==> config.mk <==
export PLATFORM = sky130hd
export DESIGN_NAME = pfu_demux2
export DESIGN_NICKNAME = d
export VERILOG_FILES = /design/src/rtl/pfu_pkg.sv /design/src/rtl/pfu_demux2_slot.sv /design/src/rtl/pfu_demux2.sv
export SDC_FILE = /design/constraint.sdc
export NUM_CORES = 1
export LEC_CHECK = 0
export ABC_AREA = 1
export CORE_MARGIN = 2
export CORE_UTILIZATION = 36
export DETAILED_ROUTE_END_ITERATION = 16
export MAX_ROUTING_LAYER = met4
export PLACE_DENSITY_LB_ADDON = 0.2
export SKIP_LAST_GASP = 1
export SYNTH_ARGS = -nofsm -noshare
export SYNTH_HDL_FRONTEND = slang
export SYNTH_SLANG_ARGS = --single-unit
==> constraint.sdc <==
create_clock -name CLK -period 0.9 [get_ports CLK]
set_clock_uncertainty 0.15 [all_clocks]
set_input_delay 0.135 -clock CLK [delete_from_list [all_inputs] [get_ports CLK]]
set_output_delay 0.135 -clock CLK [all_outputs]
set_load 0.005 [all_outputs]
==> src/rtl/pfu_pkg.sv <==
// Shared constants and port-select encoding for the pfu demux family.
package pfu_pkg;

  localparam int PFU_DEMUX2_CNT_W = 8;

  typedef enum logic {
    SEL_B = 1'b0,
    SEL_A = 1'b1
  } pfu_sel_e;

  function automatic pfu_sel_e pfu_sel(input logic i_c0);
    return pfu_sel_e'(i_c0);
  endfunction

endpackage

==> src/rtl/pfu_demux2_slot.sv <==
// One-entry output register with valid/ready; latency 1, refills in the same cycle it drains.
module pfu_demux2_slot #(
  parameter int WIDTH = 8
) (
  input  logic             i_clk,
  input  logic             i_rst_n,
  input  logic             i_vld,
  output logic             o_rdy,
  input  logic [WIDTH-1:0] i_dat,
  output logic             o_vld,
  output logic [WIDTH-1:0] o_dat,
  input  logic             i_rdy
);

  logic             r_vld;
  logic [WIDTH-1:0] r_dat;
  logic             w_load;

  assign o_rdy  = !r_vld || i_rdy;
  assign w_load = i_vld && o_rdy;

  always_ff @(posedge i_clk or negedge i_rst_n) begin
    if (!i_rst_n) begin
      r_vld <= 1'b0;
      r_dat <= '0;
    end else if (w_load) begin
      r_vld <= 1'b1;
      r_dat <= i_dat;
    end else if (i_rdy) begin
      // Drain without refill; data is left as-is.
      r_vld <= 1'b0;
    end
  end

  assign o_vld = r_vld;
  assign o_dat = r_dat;

endmodule

==> src/rtl/pfu_demux2.sv <==
// 1:2 valid/ready demux, latency 1, stalls input only when the selected port is full and blocked.
// Define PFU_DEMUX2_CNT_EN to add per-port 8-bit output-transfer counters CNTA/CNTB.
module pfu_demux2
  import pfu_pkg::*;
#(
  parameter int WIDTH = 8
) (
  input  logic             CLK,
  input  logic             RSTN,
  input  logic [WIDTH-1:0] DIN,
  input  logic             C0,
  input  logic             DIN_VALID,
  output logic             DIN_READY,
  output logic [WIDTH-1:0] ZA,
  output logic             ZA_VALID,
  input  logic             ZA_READY,
  output logic [WIDTH-1:0] ZB,
  output logic             ZB_VALID,
  input  logic             ZB_READY
`ifdef PFU_DEMUX2_CNT_EN
  ,
  output logic [PFU_DEMUX2_CNT_W-1:0] CNTA,
  output logic [PFU_DEMUX2_CNT_W-1:0] CNTB
`endif
);

  pfu_sel_e w_sel;
  logic     w_vld_a;
  logic     w_vld_b;
  logic     w_rdy_a;
  logic     w_rdy_b;

  assign w_sel     = pfu_sel(C0);
  assign w_vld_a   = DIN_VALID && (w_sel == SEL_A);
  assign w_vld_b   = DIN_VALID && (w_sel == SEL_B);
  assign DIN_READY = (w_sel == SEL_A) ? w_rdy_a : w_rdy_b;

  pfu_demux2_slot #(.WIDTH(WIDTH)) u_slot_a (
    .i_clk   (CLK),
    .i_rst_n (RSTN),
    .i_vld   (w_vld_a),
    .o_rdy   (w_rdy_a),
    .i_dat   (DIN),
    .o_vld   (ZA_VALID),
    .o_dat   (ZA),
    .i_rdy   (ZA_READY)
  );

  pfu_demux2_slot #(.WIDTH(WIDTH)) u_slot_b (
    .i_clk   (CLK),
    .i_rst_n (RSTN),
    .i_vld   (w_vld_b),
    .o_rdy   (w_rdy_b),
    .i_dat   (DIN),
    .o_vld   (ZB_VALID),
    .o_dat   (ZB),
    .i_rdy   (ZB_READY)
  );

`ifdef PFU_DEMUX2_CNT_EN
  logic [PFU_DEMUX2_CNT_W-1:0] r_cnt_a;
  logic [PFU_DEMUX2_CNT_W-1:0] r_cnt_b;

  // Counters wrap naturally at 2**PFU_DEMUX2_CNT_W.
  always_ff @(posedge CLK or negedge RSTN) begin
    if (!RSTN) begin
      r_cnt_a <= '0;
      r_cnt_b <= '0;
    end else begin
      if (ZA_VALID && ZA_READY) r_cnt_a <= r_cnt_a + PFU_DEMUX2_CNT_W'(1);
      if (ZB_VALID && ZB_READY) r_cnt_b <= r_cnt_b + PFU_DEMUX2_CNT_W'(1);
    end
  end

  assign CNTA = r_cnt_a;
  assign CNTB = r_cnt_b;
`endif

endmodule

**Yosys cells after proc, flatten, opt, wreduce, memory -nomap -nowiden**

Cells that the tools add are included.

- Output and inout port bits: 19
- Bits in registers: 18
- Bits of input ports: 14
- Word-level logic and storage cells: 20

- Bitwise operators: 1
- Reduce and logical (&&, ||, !) cells: 10
- Mux-type cells: 5

Operators with widths:

| kind | number |
|---|---|
| $mux 1 | 5 |
| $logic_and 1x1->1 | 4 |
| $reduce_bool 2->1 | 2 |
| $logic_not 1->1 | 2 |
| $logic_or 1x1->1 | 2 |
| $not 1->1 | 1 |

**Logic depth before layout (Yosys ltp)**

Gate-level depths: netlist of run 1.

- Depth after elaboration: 4
- Mapped depth: 5
- Gate-level depth less buffers: 5

**By module**

A second synthesis of run 1 with hierarchy kept.

- Cells, all modules: 86
- Area total of the unflattened synthesis: 765.7 um^2

By module, submodules not included:

| module | area an instance (um^2) | times used | cells an instance | seq. area each (um^2) |
|---|---|---|---|---|
| pfu_demux2_slot | 367.9 | 2 | 39 | 225.2 |
| pfu_demux2 | 30.0 | 1 | 8 | 0.0 |

**Worst setup path after synthesis of run 1**

Ideal clock, no wire load.

- Path type: reg2out
- Start point: register u_slot_b.r_vld (netlist: u_slot_b.o_vld)
- End point: output DIN_READY
- Setup slack: -0.165 ns
- Stages on the path, launching flop included: 4
- Required time: 0.615 ns
- Arrival time: 0.780 ns
- Path buffers: 1
- Path through: dfrtp_1 nand2_1 buf_4 o21a_1

- Cells in the longest elaborated chain, start to end: 3

Ends and longest elaborated chain:

| what | RTL line | text |
|---|---|---|
| start: declaration | pfu_demux2_slot.sv:15 | `logic r_vld;` |
| start signal: assignment | pfu_demux2_slot.sv:24 | `r_vld <= 1'b0;` |
| start signal: assignment | pfu_demux2_slot.sv:27 | `r_vld <= 1'b1;` |
| start signal: assignment | pfu_demux2_slot.sv:31 | `r_vld <= 1'b0;` |
| $logic_not 1->1 | pfu_demux2_slot.sv:19 | `assign o_rdy = !r_vld \|\| i_rdy;` |
| $logic_or 1x1->1 | pfu_demux2_slot.sv:19 |  |
| $mux 1 | pfu_demux2.sv:36 | `assign DIN_READY = (w_sel == SEL_A) ? w_rdy_a : w_rdy_b;` |
| end: declaration | pfu_demux2.sv:13 | `output logic DIN_READY,` |

No other way between the ends.

**Worst setup path in the final report of run 1**

- Start point: register u_slot_a.r_vld (netlist: u_slot_a.o_vld)
- End point: output DIN_READY

- Cells in the longest elaborated chain, start to end: 3

Ends and longest elaborated chain:

| what | RTL line |
|---|---|
| start: declaration | pfu_demux2_slot.sv:15 |
| start signal: assignment | pfu_demux2_slot.sv:24 |
| start signal: assignment | pfu_demux2_slot.sv:27 |
| start signal: assignment | pfu_demux2_slot.sv:31 |
| $logic_not 1->1 | pfu_demux2_slot.sv:19 |
| $logic_or 1x1->1 | pfu_demux2_slot.sv:19 |
| $mux 1 | pfu_demux2.sv:36 |

No other way between the ends.

==> results.yml, run 1 <==
cells_and_area:
  final_layout_size_suffix_gt1_share_pct: 40.1
  final_common_cell: "nand2_1"
  n_antenna_cell: 0
  area_growth_pct: 72.6
  fillers: 167
  layout.nets: 157
  final_cell_mix: "nand2_1, buf_4, dfrtp_1"
  final_area_sq_um: 1280
sta:
  drv_slew: 0
  fin_crit_sh_pct: 154
  layout_setup_ws_ns: -0.482
  tns_ns: -8.68
  hold_ws_ns: 0.0197
  finalHoldViolations: 0
  fin_crit_ns: 1.38
  relSlewSlack_pct: 87.7
  clock.fmax_mhz: 724
  rsz0062_at_grt: "true"
  tightestPinTransition_ns: 0.184
  setup_viol: 37
run:
  cap_violations: 0
die:
  start_util_pct: 37.9
  core_area_sq_um: 1960
  rows: 16
  dieHeight_um: 49.5
  dieArea_sq_um: 2450
  fp.dieW_um: 49.5
  io_pins: 33
outcome:
  violations: "setup timing"
  status: "complete, but fails checks"
global_route:
  gr-usage-all-layers_pct: 18.7
  antenna_found_initial: 0
  grt_pass1_vias: 723
  grt_pass1_wl_um: 3360
  grt_max_degree: 19
  grt_overflow: 0
clocking:
  cts_tree: "yes"
  clk_path_buf_depth: 2
  clk_pin_slew_ns: 0.10
  cts_buffers: 3
  cts_sinks: 18
  clk_latency_ns: 0.29
  root_buffer: "clkbuf_4"
  cts_htree_levels: 1
  hold_buffers: 0
worst_setup_path:
  worstPathArrival_ns: 1.10
  endpoint_kind: "primary output"
  worstSetupStartpointType: "flop"
  path_class: "reg2out"
  path_max_fanout: 2
  critPathRequiredTime_ns: 0.61
place:
  port_buffers: 32
  dp.final_hpwl_um: 1300
  dpl_cell_area_sq_um: 1190
  gp_congestion: 0.717
yosys:
  ys_seq_area_share_pct: 60.5
  synth.top_cell.area_share_pct: 60.5
  synth_top_cell_by_area: "dfrtp_1"
  ys.warnings.count: 0
  synth_cell_types: 10
  ys_ff_latch: 18
  synthTopCellsByArea: "dfrtp_1, nand2_1, nand3_1, nand2_4, nand2_2"
  avgSynthCellArea_sq_um: 9.19
  syn_nets: 95
  synthesis.area_sq_um: 744
  synth_cells: 81
route:
  post_drt_wl_per_cell_um: 11.1
  detail-route-antenna-nets: 0
  dr_total_vias: 743
  vias_per_cell: 4.40
  wl_um: 1870
  drc_errors: 0
  drt_iter0_markers: 7
  firstDrtPassIters: 5
pwr:
  powerDensity_nw_per_um2: 1660
  irDropWorstVdd_v: 0.000941
  leakage_nw: 0.714
worst_hold_path:
  hold_path.class: "in2async"
[path summary, 6_finish.rpt]
path | depth (start not counted) | to | slack (ns) | from
setup / recovery | 4 | DIN_READY | -0.48 | u_slot_a.o_vld$_DFFE_PN0P_
hold / removal | 2 | u_slot_a.o_vld$_DFFE_PN0P_ | 0.02 | RSTN
setup reg to reg | 6 | u_slot_b.o_dat[2]$_DFFE_PN0P_ | -0.34 | u_slot_b.o_vld$_DFFE_PN0P_
hold reg to reg | 2 | u_slot_a.o_dat[1]$_DFFE_PN0P_ | 0.33 | u_slot_a.o_dat[1]$_DFFE_PN0P_
max in group asynchronous | 2 | u_slot_b.o_dat[1]$_DFFE_PN0P_ | 0.46 | RSTN
min in group CLK | 4 | u_slot_a.o_vld$_DFFE_PN0P_ | 0.15 | C0
[final cells by class]
cell class                      count  area, sq um  share of cell area (%)
Timing Repair Buffer               58          453                    35.2
Sequential cell                    18          450                    35.1
Multi-Input combinational cell     58          292                    22.7
Tap cell                           27         33.8                    2.63
Inverter                            4         20.0                    1.56
Clock buffer                        4         36.3                    2.82
[cells in the mapped netlist]
master,number
buf_4,1
clkinv_2,1
dfrtp_1,18
inv_1,3
nand2_1,35
nand2_2,2
nand2_4,2
nand3_1,17
nor2_4,1
o21a_1,1
[metrics by stage]
step | utilization, % | power (mW) | std cells | setup WS (ns)
after detailed placement | 60.8 | 1.61 | 150 | -0.700
after floorplan | - | 1.18 | 81 | -0.123
final | 65.5 | 2.13 | 169 | -0.482
after CTS | 62.6 | 2.09 | 162 | -0.481
after global routing | 65.5 | 2.28 | 169 | -0.566
after global placement | 60.8 | 1.60 | 150 | -0.685
[logic make-up (layout without fill, tap and decap cells)]
kind of cell	Yosys count	in the layout	share of synthesized area [%]
simple gates	57	57	35.3
buf+inv	5	66	3.19
flops	18	18	60.5
compound gates	1	1	1.01
[registers in the layout (all words and copies together), names as in the netlist]
signal and flops:
u_slot_a.o_vld 1, u_slot_b.o_dat 8, u_slot_b.o_vld 1, u_slot_a.o_dat 8
[critical path: stages, from the launching register on]
cell     delay (ns)
dfrtp_1        0.42
buf_6          0.13
nand3_2        0.05
o21a_1         0.11
buf_2          0.10
[power by group]
group / leakage, nW / total, mW / internal [mW] / switching (mW)
sequential: 0.222 / 0.982 / 0.928 / 0.0542
clock: 0.0210 / 0.501 / 0.246 / 0.254
combinational: 0.471 / 0.652 / 0.389 / 0.263
total: 0.714 / 2.13 / 1.56 / 0.572
[per-layer routing]
metal | routed length, um | up-vias | GRT usage [%]
met5 | 0 | - | -
met4 | 38 | 0 | 12.0
met3 | 84 | 4 | 2.42
met2 | 929 | 17 | 27.5
met1 | 816 | 335 | 24.6
li1 | - | 387 | -
[timing repair]
item	CTS	global route
setup buffers	9	8
setup endpoints to repair	37	37
gates resized for setup	79	4
pin swaps	1	0
No activity file was read; power rests on OpenSTA's default activity.
==> run 2: changes to the inputs <==
--- a/config.mk
+++ b/config.mk
@@ -9,6 +9,7 @@
 export CORE_MARGIN = 2
 export CORE_UTILIZATION = 36
 export DETAILED_ROUTE_END_ITERATION = 16
+export HOLD_SLACK_MARGIN = 0.05
 export MAX_ROUTING_LAYER = met4
 export PLACE_DENSITY_LB_ADDON = 0.2
 export SKIP_LAST_GASP = 1
==> results of run 2 <==
Final layout, timing and power as in run 1 (identical DEF).
